<file path="config.mk">
export PLATFORM = sky130hd
export DESIGN_NAME = multicycle_ctrl
export DESIGN_NICKNAME = d
export VERILOG_FILES = /design/src/rtl/ctrl_pkg.sv /design/src/rtl/multicycle_ctrl_alu_dec.sv /design/src/rtl/multicycle_ctrl.sv
export SDC_FILE = /design/constraint.sdc
export NUM_CORES = 1
export LEC_CHECK = 0
export ABC_AREA = 1
export ABC_CLOCK_PERIOD_IN_PS = 1600
export BUFFER_PORTS_ARGS = -buffer_cell sky130_fd_sc_hd__buf_2
export CORE_MARGIN = 3
export CORE_UTILIZATION = 25
export CTS_BUF_LIST = sky130_fd_sc_hd__clkbuf_8
export DETAILED_ROUTE_END_ITERATION = 10
export SLEW_MARGIN = 20
export SYNTH_ARGS = -nofsm -noshare
export SYNTH_HDL_FRONTEND = slang
export SYNTH_SLANG_ARGS = --single-unit
</file>
<file path="constraint.sdc">
create_clock -name clk -period 1.6 [get_ports clk]
set_input_delay 0.08 -clock clk [delete_from_list [all_inputs] [get_ports clk]]
set_output_delay 0.08 -clock clk [all_outputs]
set_load 0.02 [all_outputs]
</file>
<file path="src/rtl/ctrl_pkg.sv">
// Shared encodings for the multicycle RV32I-subset core: FSM states, ALU codes,
// opcodes and datapath mux selects.
package ctrl_pkg;

  typedef enum logic [3:0] {
    FETCH, DECODE, MEMADR, MEMREAD, MEMWB, MEMWRITE,
    EXECR, EXECI, ALUWB, BRANCH, JAL
  } state_t;

  localparam logic [2:0] ALU_ADD = 3'b000;
  localparam logic [2:0] ALU_SUB = 3'b001;
  localparam logic [2:0] ALU_AND = 3'b010;
  localparam logic [2:0] ALU_OR  = 3'b011;
  localparam logic [2:0] ALU_SLT = 3'b101;

  localparam logic [6:0] OP_LW  = 7'b0000011;
  localparam logic [6:0] OP_SW  = 7'b0100011;
  localparam logic [6:0] OP_R   = 7'b0110011;
  localparam logic [6:0] OP_I   = 7'b0010011;
  localparam logic [6:0] OP_BR  = 7'b1100011;
  localparam logic [6:0] OP_JAL = 7'b1101111;

  localparam logic [1:0] SRC_A_PC    = 2'b00;
  localparam logic [1:0] SRC_A_OLDPC = 2'b01;
  localparam logic [1:0] SRC_A_REG   = 2'b10;

  localparam logic [1:0] SRC_B_REG  = 2'b00;
  localparam logic [1:0] SRC_B_IMM  = 2'b01;
  localparam logic [1:0] SRC_B_FOUR = 2'b10;

  localparam logic [1:0] RES_ALUOUT = 2'b00;
  localparam logic [1:0] RES_DATA   = 2'b01;
  localparam logic [1:0] RES_ALU    = 2'b10;

  localparam logic [1:0] IMM_I = 2'b00;
  localparam logic [1:0] IMM_S = 2'b01;
  localparam logic [1:0] IMM_B = 2'b10;
  localparam logic [1:0] IMM_J = 2'b11;

  localparam logic [1:0] ALUOP_ADD   = 2'b00;
  localparam logic [1:0] ALUOP_SUB   = 2'b01;
  localparam logic [1:0] ALUOP_FUNCT = 2'b10;

  function automatic logic [1:0] imm_sel(input logic [6:0] op);
    case (op)
      OP_SW:   return IMM_S;
      OP_BR:   return IMM_B;
      OP_JAL:  return IMM_J;
      default: return IMM_I;
    endcase
  endfunction

endpackage

</file>
<file path="src/rtl/multicycle_ctrl_alu_dec.sv">
// ALU control decoder: maps the FSM's aluop request plus funct fields to the
// 3-bit ALU code, flagging unsupported funct3 values.
module alu_dec
  import ctrl_pkg::*;
(
  input  logic [1:0] aluop,
  input  logic [2:0] funct3,
  input  logic       funct7_5,
  input  logic       rtype,
  output logic [2:0] alu_ctrl,
  output logic       illegal
);

  always_comb begin
    alu_ctrl = ALU_ADD;
    illegal  = 1'b0;
    case (aluop)
      ALUOP_SUB: alu_ctrl = ALU_SUB;
      ALUOP_FUNCT: begin
        case (funct3)
          3'b000:  alu_ctrl = (rtype && funct7_5) ? ALU_SUB : ALU_ADD;
          3'b010:  alu_ctrl = ALU_SLT;
          3'b110:  alu_ctrl = ALU_OR;
          3'b111:  alu_ctrl = ALU_AND;
          default: illegal  = 1'b1;
        endcase
      end
      default: alu_ctrl = ALU_ADD;
    endcase
  end

endmodule

</file>
<file path="src/rtl/multicycle_ctrl.sv">
// Multicycle control FSM for the RV32I-subset core. The state register is the
// only flop; every output is decoded combinationally from state and inputs.
module multicycle_ctrl
  import ctrl_pkg::*;
(
  input  logic       clk,
  input  logic       rst_n,
  input  logic [6:0] op,
  input  logic [2:0] funct3,
  input  logic       funct7_5,
  input  logic       eq,
  input  logic       mem_ready,
  output logic       mem_req,
  output logic       mem_write,
  output logic       adr_src,
  output logic       ir_write,
  output logic       pc_write,
  output logic       reg_write,
  output logic [1:0] alu_src_a,
  output logic [1:0] alu_src_b,
  output logic [2:0] alu_ctrl,
  output logic [1:0] result_src,
  output logic [1:0] imm_src,
  output logic       illegal
);

  state_t     state, state_next;
  logic [1:0] aluop;
  logic       rtype;
  logic       fsm_illegal;
  logic       dec_illegal;

  alu_dec u_alu_dec (
    .aluop    (aluop),
    .funct3   (funct3),
    .funct7_5 (funct7_5),
    .rtype    (rtype),
    .alu_ctrl (alu_ctrl),
    .illegal  (dec_illegal)
  );

  always_ff @(posedge clk or negedge rst_n) begin
    if (!rst_n) state <= FETCH;
    else        state <= state_next;
  end

  assign imm_src = imm_sel(op);
  assign illegal = fsm_illegal | dec_illegal;

  always_comb begin
    state_next  = state;
    mem_req     = 1'b0;
    mem_write   = 1'b0;
    adr_src     = 1'b0;
    ir_write    = 1'b0;
    pc_write    = 1'b0;
    reg_write   = 1'b0;
    alu_src_a   = SRC_A_PC;
    alu_src_b   = SRC_B_REG;
    result_src  = RES_ALUOUT;
    aluop       = ALUOP_ADD;
    rtype       = 1'b0;
    fsm_illegal = 1'b0;
    case (state)
      FETCH: begin
        mem_req    = 1'b1;
        alu_src_b  = SRC_B_FOUR;
        result_src = RES_ALU;
        ir_write   = mem_ready;
        pc_write   = mem_ready;
        if (mem_ready) state_next = DECODE;
      end
      DECODE: begin
        // Branch/jump target is precomputed into ALUOut here.
        alu_src_a = SRC_A_OLDPC;
        alu_src_b = SRC_B_IMM;
        case (op)
          OP_LW, OP_SW: state_next = MEMADR;
          OP_R:         state_next = EXECR;
          OP_I:         state_next = EXECI;
          OP_BR:        state_next = BRANCH;
          OP_JAL:       state_next = JAL;
          default: begin
            fsm_illegal = 1'b1;
            state_next  = FETCH;
          end
        endcase
      end
      MEMADR: begin
        alu_src_a  = SRC_A_REG;
        alu_src_b  = SRC_B_IMM;
        state_next = (op == OP_SW) ? MEMWRITE : MEMREAD;
      end
      MEMREAD: begin
        mem_req = 1'b1;
        adr_src = 1'b1;
        if (mem_ready) state_next = MEMWB;
      end
      MEMWB: begin
        result_src = RES_DATA;
        reg_write  = 1'b1;
        state_next = FETCH;
      end
      MEMWRITE: begin
        mem_req   = 1'b1;
        mem_write = 1'b1;
        adr_src   = 1'b1;
        if (mem_ready) state_next = FETCH;
      end
      EXECR, EXECI: begin
        alu_src_a  = SRC_A_REG;
        alu_src_b  = (state == EXECI) ? SRC_B_IMM : SRC_B_REG;
        aluop      = ALUOP_FUNCT;
        rtype      = (state == EXECR);
        state_next = ALUWB;
      end
      ALUWB: begin
        result_src = RES_ALUOUT;
        reg_write  = 1'b1;
        state_next = FETCH;
      end
      BRANCH: begin
        alu_src_a  = SRC_A_REG;
        alu_src_b  = SRC_B_REG;
        aluop      = ALUOP_SUB;
        result_src = RES_ALUOUT;
        case (funct3)
          3'b000:  pc_write    = eq;
          3'b001:  pc_write    = !eq;
          default: fsm_illegal = 1'b1;
        endcase
        state_next = FETCH;
      end
      JAL: begin
        alu_src_a  = SRC_A_OLDPC;
        alu_src_b  = SRC_B_FOUR;
        result_src = RES_ALUOUT;
        pc_write   = 1'b1;
        state_next = ALUWB;
      end
      default: state_next = FETCH;
    endcase
  end

endmodule

</file>
After elaboration in Yosys (flattened, before gate mapping)
Index checks and enable logic that the tools add are counted.
{ "word_totals": {"mem_bits_ro": 0, "ram_bits": 0, "input_bits": 15, "latchBits": 0, "out_inout_bits": 18, "n_memories": 0, "word_cells": 73, "register_bits": 4} }
{ "classes": {"reduce_logical": 18, "n_addsub": 0, "n_div": 0, "magnitude_cmp": 0, "n_eq_ne": 25, "n_mux": 28, "n_bitwise": 1, "shift": 0, "n_mul": 0} }
{ "ops": {"columns": ["cell", "count"], "rows": [
  ["$pmux W4 S6", 1],
  ["$pmux W4 S5", 1],
  ["$eq A4 B3 Y1 const B", 4],
  ["$reduce_or A2 Y1", 8],
  ["$eq A7 B6 Y1 const B", 2],
  ["$eq A7 B7 Y1 const B", 2],
  ["$eq A4 B4 Y1 const B", 3],
  ["$mux W1", 12],
  ["$mux W4", 3],
  ["$pmux W2 S2", 3],
  ["$pmux W2 S3", 2],
  ["$pmux W3 S4", 1],
  ["$eq A4 B2 Y1 const B", 2],
  ["$reduce_or A4 Y1", 2],
  ["$eq A7 B2 Y1 const B", 1],
  ["$eq A7 B5 Y1 const B", 1],
  ["$eq A3 B3 Y1 const B", 2],
  ["$ne A2 B2 Y1 const B", 3],
  ["$pmux W3 S2", 1],
  ["$reduce_or A3 Y1", 2],
  ["$reduce_or A6 Y1", 1],
  ["$eq A4 B1 Y1 const B", 1],
  ["$logic_not A4 Y1", 1],
  ["$pmux W1 S2", 2],
  ["11 further kinds", 11]
]} }

Depth between registers and ports, before layout
Gate-level depths: netlist of run 1.
{ "logic_depth": {"depth_word": 7, "ltp_mapped": 8} }

Hierarchy
From an unflattened synthesis of run 1, not the netlist that was laid out.
{ "hier_totals": {"cells_unflattened": 120, "area_unflattened_um2": 624.3} }
{ "modules_own_cells": {"columns": ["mod", "area_per_inst_um2", "cells_per_inst", "instances"], "rows": [
  ["multicycle_ctrl", 524.3, 100, 1],
  ["alu_dec", 100.1, 20, 1]
]} }

Least setup slack after synthesis of run 1
Ideal clock, no wire load.
{ "synth_timing": {"kind": "flip-flop to output port", "startpoint": "reg state[3]", "endpoint": "out alu_ctrl[2]", "setup_slack_ns": -0.212, "stages_incl_launch_ff": 7, "t_arrival_ns": 1.732, "path_cell_list": "dfrtp_1 inv_1 nand2_1 nor2_1 inv_1 ha_1 nor4_1"} }
{ "synth_between": {"elab_chain_len": 5, "elab_cells_between_ends": 8, "classes_between": "5 x eq/ne; 2 x mux; 1 x reduce/logical"} }
{ "synth_rtl": {"columns": ["item", "line", "rtl"], "rows": [
  ["start: declaration", "multicycle_ctrl.sv:27", "state_t state, state_next;"],
  ["start signal: assignment", "multicycle_ctrl.sv:44", "else state <= state_next;"],
  ["$eq A4 B3 Y1", "multicycle_ctrl.sv:64", "case (state)"],
  ["$reduce_or A2 Y1", "multicycle_ctrl.sv:64", null],
  ["$pmux W2 S2 (*)", "multicycle_ctrl.sv:64", null],
  ["$eq A2 B2 Y1 or $eq A2 B1 Y1 (tied branches)", "multicycle_ctrl_alu_dec.sv:17", "case (aluop)"],
  ["$pmux W3 S2 (*)", "multicycle_ctrl_alu_dec.sv:17", null],
  ["end: declaration", "multicycle_ctrl.sv:21", "output logic [2:0] alu_ctrl,"]
]} }
Every way passes the cells marked *; elsewhere a longest branch is shown, timed or not.

Worst setup path in the final report of run 1
{ "layout_timing": {"startpoint": "reg state[2]", "endpoint": "out alu_ctrl[0]"} }
{ "layout_between": {"elab_chain_len": 7, "elab_cells_between_ends": 12, "classes_between": "5 x eq/ne; 5 x mux; 2 x reduce/logical"} }
{ "layout_rtl": {"columns": ["item", "line", "rtl"], "rows": [
  ["$eq A4 B3 Y1 (on tied branches)", "multicycle_ctrl.sv:64, multicycle_ctrl.sv:114", null],
  ["$reduce_or A2 Y1", "multicycle_ctrl.sv:64", null],
  ["$mux W1", "multicycle_ctrl.sv:64", null],
  ["$logic_and A1 B1 Y1", "multicycle_ctrl_alu_dec.sv:21", "3'b000: alu_ctrl = (rtype && funct7_5) ? ALU_SUB : ALU_ADD;"],
  ["$mux W1", "multicycle_ctrl_alu_dec.sv:21", null],
  ["$pmux W3 S4", "multicycle_ctrl_alu_dec.sv:20", "case (funct3)"],
  ["$pmux W3 S2 (*)", "multicycle_ctrl_alu_dec.sv:17", null]
]} }
Marks and branches as above.

==> results of run 1 <==
==> layout by cell type (no fill, tap or decap) <==
cell,synthesis,final
nand4_1,1,1
a21oi_2,0,1
ha_4,0,2
a31oi_1,1,1
a21oi_1,3,2
nor4_2,0,1
nand3_2,1,1
nor2_2,1,3
nand2_1,41,37
inv_2,1,8
xor2_1,1,1
inv_1,24,17
dfrtp_1,4,1
dlygate4sd3_1,0,1
o21ai_0,1,1
nor2_1,21,16
nand2_2,0,4
nor2_4,0,3
o311ai_0,1,1
clkbuf_8,0,3
buf_2,0,30
o211ai_1,1,1
buf_4,0,7
nand3_1,10,10
dfrtp_2,0,3
buf_6,0,1
==> per-layer routing <==
metal | vias to the layer above | track usage | part of all wire
met5 | - | 0 | 0
met4 | 0 | 0.0332 | 0.0031
met3 | 2 | 0.0327 | 0.062
met2 | 26 | 0.251 | 0.48
met1 | 358 | 0.183 | 0.46
li1 | 434 | - | -
==> area by class of cell <==
type	count	area (um^2)	area share
Inverter	25	93.8	0.0980
Tap cell	27	33.8	0.0353
Multi-Input combinational cell	86	460	0.481
Clock buffer	3	41.3	0.0431
Sequential cell	4	104	0.108
Timing Repair Buffer	39	224	0.234
==> worst paths after layout <==
kind,from,endpoint,slack [ns],cells after the start
setup / recovery,state[2]$_DFFE_PN0P_,alu_ctrl[0],-0.02,8
hold / removal,mem_ready,state[1]$_DFFE_PN0P_,0.11,2
setup reg to reg,state[1]$_DFFE_PN0P_,state[2]$_DFFE_PN0P_,0.31,8
hold reg to reg,state[0]$_DFFE_PN0P_,state[0]$_DFFE_PN0P_,0.60,2
max in group asynchronous,rst_n,state[3]$_DFFE_PN0P_,1.27,2
min in group asynchronous,rst_n,state[0]$_DFFE_PN0P_,0.19,2
==> metrics by stage <==
step	cells	hold WS, ns	power (W)	area (um^2)	setup TNS (ns)
2_1_floorplan	115	-0.216	0.000663	588	0
4_1_cts	184	0.110	0.00119	927	-0.00869
6_report	184	0.109	0.00124	957	-0.0200
3_3_place_gp	177	-0.110	0.000918	805	0
5_1_grt	184	0.124	0.00136	957	-0.291
3_5_place_dp	177	-0.107	0.000925	805	0
==> power by group through the flow <==
stage | sequential, W | clock (W) | combinational, W
finish | 0.000174 | 0.000221 | 0.000845
global route | 0.000177 | 0.000234 | 0.000946
CTS | 0.000167 | 0.000224 | 0.000799
detailed placement | 0.000160 | 0 | 0.000765
global placement | 0.000160 | 0 | 0.000758
floorplan | 0.000157 | 0 | 0.000507
==> timing repair <==
action                                  in CTS  in global routing
pin swaps                                    4                  3
buffers inserted                             3                  0
endpoints found under the setup margin       4                  8
resized for setup                           16                 13
hold endpoints to repair                     4                  0
hold buffers                                 1                  0
==> critical path, delay by kind of cell, from the launching register on <==
kind	cells	cell delay, ns
AOI/OAI and AO/OA	1	0.13
and+or+nand+nor	3	0.27
buffers and inverters	3	0.29
adders and majority gates	1	0.17
DFF	1	0.44
==> kinds of logic (layout without fill, tap and decap cells) <==
kind of cell,after synthesis,count (layout),synth area share
AO/OA/AOI/OAI,7,7,0.0731
XOR/XNOR,1,1,0.0151
buffers and inverters,25,67,0.161
AND/OR/NAND/NOR,76,76,0.536
flip-flops,4,4,0.172
adder cells (fa/ha/maj),2,2,0.0430
==> load_flow_metrics.sql, run 1 <==
INSERT INTO impl_metrics (metric_group, metric, value, unit) VALUES
('sta', 'fin_ws', '-0.0162', 'ns'),
('pwr', 'vdd_drop_max', '0.796', 'mV'),
('status', 'violations', 'negative setup slack', ''),
('setup_path', 'slowest_delay', '0.44', 'ns'),
('clock_network', 'ctsRootBufferMaster', 'clkbuf_8', ''),
('synth', 'netlist-cell-type-count', '17', ''),
('status', 'outcome', 'complete, but fails checks', ''),
('floorplan', 'dieArea', '0.00294', 'mm^2'),
('sta', 'post-route-period-util', '1.01', ''),
('floorplan', 'fp.coreArea', '0.00208', 'mm^2'),
('global_routing', 'track_usage', '0.146', ''),
('setup_path', 'cpMostUsedCell', 'inv_2', ''),
('global_routing', 'grt_max_degree', '6', ''),
('route', 'postRouteWirelength', '1.93', 'mm'),
('route', 'via_count', '820', ''),
('final_layout', 'share_of_final_layout_standard_cells_stronger_than_drive_strength_1', '0.427', ''),
('final_layout', 'core_utilization_of_the_finished_layout', '0.460', ''),
('pwr', 'power_density', '1300', 'mW/mm^2'),
('sta', 'number_of_hold_slack_violations_in_the_final_timing_report', '0', ''),
('synth', 'postSynthRegisterBits', '4', ''),
('global_routing', 'grt_remaining_overflow', '0', ''),
('pwr', 'power_switching', '0.000654', 'W'),
('setup_path', 'critical_path_arrival', '1.54', 'ns'),
('clock_network', 'clk_path_buf_depth', '2', ''),
('setup_path', 'critical-path-slowest-cell', 'dfrtp_2', ''),
('placed_design', 'gp_routability_congestion', '0.830', ''),
('sta', 'timing.slew.headroom', '0.816', ''),
('final_layout', 'regMostFlops', 'state', ''),
('pwr', 'combinationalPowerShare', '0.682', ''),
('route', 'route.antenna.remaining_nets', '0', ''),
('clock_network', 'cts_buffers', '3', ''),
('synth', 'synth_most_common_cell', 'nand2_1', ''),
('sta', 'layout_min_cycle_time', '1.62', 'ns'),
('synth', 'netlist_instances', '115', ''),
('synth', 'ys_top_cells_by_area', 'nand2_1 (26%), dfrtp_1 (17%), inv_1 (15%)', ''),
('sta', 'setup_viol_count_final', '2', ''),
('setup_path', 'timing.critical_path.required', '1.52', 'ns'),
('synth', 'postSynthNetCount', '132', ''),
('floorplan', 'die_outline_width', '54.2', 'um'),
('pwr', 'cellInternalPower', '0.000586', 'W'),
('synth', 'synth_top_cell_by_area', 'nand2_1', ''),
('pwr', 'leak_pwr', '0.569', 'nW'),
('sta', 'tightestPinTransition', '0.272', 'ns'),
('floorplan', 'num_io_pins', '33', ''),
('synth', 'post_synth_most_frequent_cells', 'nand2_1 (41), inv_1 (24), nor2_1 (21)', ''),
('floorplan', 'chipHeight', '54.2', 'um'),
('route', 'number_of_remaining_drc_errors', '0', ''),
('final_layout', 'fillers', '231', ''),
('route', 'dr_iter_0_viols', '10', ''),
('route', 'wire_per_inst', '10.5', 'um'),
('placed_design', 'pre_cts_slack', '0.0394', 'ns'),
('min_path', 'hold_class', 'in -> reg', ''),
('final_layout', 'layout.nets', '176', ''),
('clock_network', 'clock_sinks', '4', ''),
('synth', 'synth_top_area_frac', '0.265', ''),
('final_layout', 'largestRegisters', 'state: 4 flops', ''),
('setup_path', 'worst-path-max-fanout', '4', ''),
('floorplan', 'effective_utilization_at_floorplan', '0.279', ''),
('sta', 'grt_setup_unrepaired', 'true', ''),
('sta', 'clock-skew-final', '0.00404', 'ns'),
('pwr', 'sequentialPowerShare', '0.140', ''),
('synth', 'synth_top_flop_cell', 'dfrtp_1', ''),
('floorplan', 'core.rowCount', '16', ''),
('pwr', 'netSwitchingFraction', '0.528', ''),
('setup_path', 'worstSetupStartpointType', 'flop', ''),
('final_layout', 'syn2layout_area_growth', '64.5', '%'),
('synth', 'synth_async_sr_flop_share', '1.00', ''),
('global_routing', 'grt_pass1_wl', '3.15', 'mm'),
('pwr', 'p_clk_frac', '0.178', ''),
('synth', 'part_of_the_yosys_area_used_for_sequential_elements', '0.172', ''),
('setup_path', 'worst-setup-path-type', 'reg -> out', '');
Power figures use the tool's default switching activity.
==> run 2, diff against run 1 <==
CTS_BUF_LIST = not set   (was sky130_fd_sc_hd__clkbuf_8)
CTS_CLUSTER_DIAMETER = 100   (was not set)
==> run 2 against run 1 <==
The run still ends with negative setup slack left. Clock power fell by 38%. Global-route usage did not move. Critical path depth did not move. Utilization rose by 0.060 points. Non-clock buffer count rose by 1. Sequential power barely moved. Setup slack got worse by 0.028 ns. Combinational power rose by 3.7%. Register-to-register slack got worse by 0.03 ns. Total power fell by 4.2%. Die area did not move. Clock skew rose by 0.0064 ns.
==> load_flow_metrics.sql, run 2 (synthesized netlist as in run 1, its figures left out) <==
INSERT INTO impl_metrics (metric_group, metric, value, unit) VALUES
('min_path', 'hold_class', 'in -> reg', ''),
('global_routing', 'use_met1', '0.183', ''),
('sta', 'number_of_hold_slack_violations_in_the_final_timing_report', '0', ''),
('sta', 'timing.slew.headroom', '0.813', ''),
('final_layout', 'final_non_filler_cells', '185', ''),
('sta', 'tightestPinTransition', '0.277', 'ns'),
('pwr', 'p_clk_frac', '0.116', ''),
('floorplan', 'dieArea', '0.00294', 'mm^2'),
('clock_network', 'clock_latency_of_the_later_clocked_register_in_the_worst_skew_pair', '0.25', 'ns'),
('final_layout', 'layout_common_cells', 'nand2_1 (36), buf_2 (29), inv_1 (18), nor2_1 (15), nand3_1 (10)', ''),
('route', 'number_of_remaining_drc_errors', '0', ''),
('setup_path', 'critical_path_arrival', '1.56', 'ns'),
('setup_path', 'ff2ff_setup_slack', '0.28', 'ns'),
('placed_design', 'gp_routability_congestion', '0.830', ''),
('status', 'outcome', 'complete, but fails checks', ''),
('route', 'postRouteWirelength', '1.94', 'mm'),
('setup_path', 'slowest_delay', '0.44', 'ns'),
('clock_network', 'ctsRootBufferMaster', 'clkbuf_4', ''),
('setup_path', 'worst-path-max-fanout', '4', ''),
('final_layout', 'largestRegisters', 'state: 4 flops', ''),
('placed_design', 'dpl.cell_count', '177', ''),
('sta', 'fin_ws', '-0.0439', 'ns'),
('global_routing', 'via_count_of_the_first_global_routing_pass', '820', ''),
('setup_path', 'critical-path-slowest-cell', 'dfrtp_2', ''),
('final_layout', 'layout.nets', '177', ''),
('pwr', 'sequentialPowerShare', '0.147', ''),
('global_routing', 'met2_usage', '0.257', ''),
('final_layout', 'fillers', '236', ''),
('status', 'violations', 'negative setup slack', ''),
('setup_path', 'worstSetupStartpointType', 'flop', ''),
('route', 'route.antenna.remaining_nets', '0', ''),
('setup_path', 'worst-setup-path-type', 'reg -> out', ''),
('global_routing', 'grt_max_degree', '6', ''),
('clock_network', 'cts_buffers', '3', ''),
('floorplan', 'effective_utilization_at_floorplan', '0.279', ''),
('sta', 'setup_viol_count_final', '3', ''),
('sta', 'post-route-period-util', '1.03', ''),
('placed_design', 'detailedPlacementHpwl', '1.53', 'mm'),
('floorplan', 'core.rowCount', '16', ''),
('clock_network', 'clock_tree.htree_level_count', '1', ''),
('final_layout', 'diodes', '0', ''),
('global_routing', 'track_usage', '0.146', ''),
('pwr', 'power_density', '1240', 'mW/mm^2'),
('pwr', 'power_switching', '0.000664', 'W'),
('final_layout', 'seq_area', '104', 'um^2'),
('pwr', 'netSwitchingFraction', '0.559', ''),
('final_layout', 'largest_register_ffs', '4', ''),
('floorplan', 'num_io_pins', '33', ''),
('final_layout', 'share_of_final_layout_standard_cells_stronger_than_drive_strength_1', '0.437', ''),
('clock_network', 'clkSlewWorstSetupHoldPaths', '0.05', 'ns'),
('final_layout', 'syn2layout_area_growth', '64.7', '%'),
('global_routing', 'global_route.usage.met3', '0.0327', ''),
('sta', 'grt_setup_unrepaired', 'true', ''),
('global_routing', 'antenna_violations_before_repair', '0', ''),
('final_layout', 'mostFrequentLayoutCell', 'nand2_1', ''),
('pwr', 'leak_pwr', '0.569', 'nW'),
('route', 'dr_iter_0_viols', '15', ''),
('clock_network', 'clock_sinks', '4', ''),
('sta', 'timing.final.max_slew_violations', '0', ''),
('global_routing', 'grt_pass1_wl', '3.18', 'mm'),
('sta', 'clock-skew-final', '0.0104', 'ns'),
('pwr', 'combinationalPowerShare', '0.738', ''),
('pwr', 'vdd_drop_max', '0.827', 'mV'),
('route', 'first_pass_iters', '4', ''),
('sta', 'layout_min_cycle_time', '1.64', 'ns'),
('route', 'detail_route.vias_per_cell', '4.46', ''),
('setup_path', 'cpMostUsedCell', 'inv_2', ''),
('floorplan', 'die_outline_width', '54.2', 'um'),
('setup_path', 'cp_num_buf_inv', '3', ''),
('pwr', 'cellInternalPower', '0.000523', 'W'),
('route', 'via_count', '826', ''),
('floorplan', 'chipHeight', '54.2', 'um'),
('global_routing', 'grt_remaining_overflow', '0', ''),
('setup_path', 'timing.critical_path.required', '1.52', 'ns'),
('floorplan', 'fp.coreArea', '0.00208', 'mm^2'),
('clock_network', 'cts_tree', 'built', ''),
('global_routing', 'grt-busiest-layer', 'met2', ''),
('placed_design', 'pre_cts_slack', '0.0394', 'ns'),
('setup_path', 'cpLargestDelayFamily', 'flip-flops', ''),
('run', 'max_cap_violations', '0', ''),
('clock_network', 'clk_path_buf_depth', '2', ''),
('sta', 'max_freq', '0.608', 'GHz'),
('setup_path', 'worstPathCellList', 'inv_2, nand2_2, nor2_4, inv_2, ha_4, a21oi_2, nor2_1, buf_2', ''),
('final_layout', 'regMostFlops', 'state', ''),
('route', 'wire_per_inst', '10.5', 'um'),
('final_layout', 'multiInputGateArea', '470', 'um^2'),
('setup_path', 'crit_path_end_kind', 'output pin', ''),
('placed_design', 'port_buffers', '32', '');
## run 2: cell count changes in the layout (fill, tap and decap cells not counted), sizes merged
cell  change
buf       +1
## run 2: worst reg2reg max path, stage by stage (launching register included)
cell,delay (ns)
dfrtp_2,0.44
nor2_4,0.16
buf_4,0.13
nand3_1,0.14
nand3_2,0.13
nand2_1,0.07
nand2_1,0.07
nand2_1,0.06
## run 2: area by class of cell
cell class                      count  share of cell area
Inverter                           25              0.0979
Multi-Input combinational cell     86               0.491
Sequential cell                     4               0.108
Tap cell                           27              0.0352
Timing Repair Buffer               40               0.244
Clock buffer                        3              0.0235
## run 2: worst paths after layout
kind,startpoint,end,cells after the start
max in group asynchronous,rst_n,state[3]$_DFFE_PN0P_,2
max reg2reg,state[2]$_DFFE_PN0P_,state[2]$_DFFE_PN0P_,7
min in group asynchronous,rst_n,state[0]$_DFFE_PN0P_,2
min reg2reg,state[0]$_DFFE_PN0P_,state[0]$_DFFE_PN0P_,2
max,state[2]$_DFFE_PN0P_,alu_ctrl[0],8
min,mem_ready,state[1]$_DFFE_PN0P_,2
## run 2: timing repair
item | 4_1_cts | 5_1_grt
pin swaps | 4 | 6
endpoints found under the hold margin | 4 | 0
endpoints found under the setup margin | 4 | 8
cloned | 0 | 0
setup buffers | 3 | 1
hold buffers | 1 | 0
resized for setup | 17 | 15
## run 2: power groups by stage
stage                     sequential (W)  clock, W  combinational, W
after global placement          0.000160         0          0.000758
final                           0.000174  0.000138          0.000876
after global routing            0.000177  0.000151          0.000978
after detailed placement        0.000160         0          0.000765
after CTS                       0.000167  0.000137          0.000806
after floorplan                 0.000157         0          0.000507
## run 2: metrics by stage
stage	TNS, ns	utilization	total power, W	hold WS (ns)	cell area (um^2)
floorplan	0	-	0.000663	-0.216	588
detailed placement	0	0.386	0.000925	-0.107	805
global placement	0	0.386	0.000918	-0.110	805
global route	-0.454	0.460	0.00131	0.0930	958
finish	-0.0944	0.460	0.00119	0.0887	958
CTS	-0.0945	0.438	0.00111	0.0900	911
## run 2: layer usage
layer  part of all wire  vias up
li1                   -      437
met1               0.45      362
met2               0.49       27
met3              0.061        0
met4                  0        0
met5                  0        -
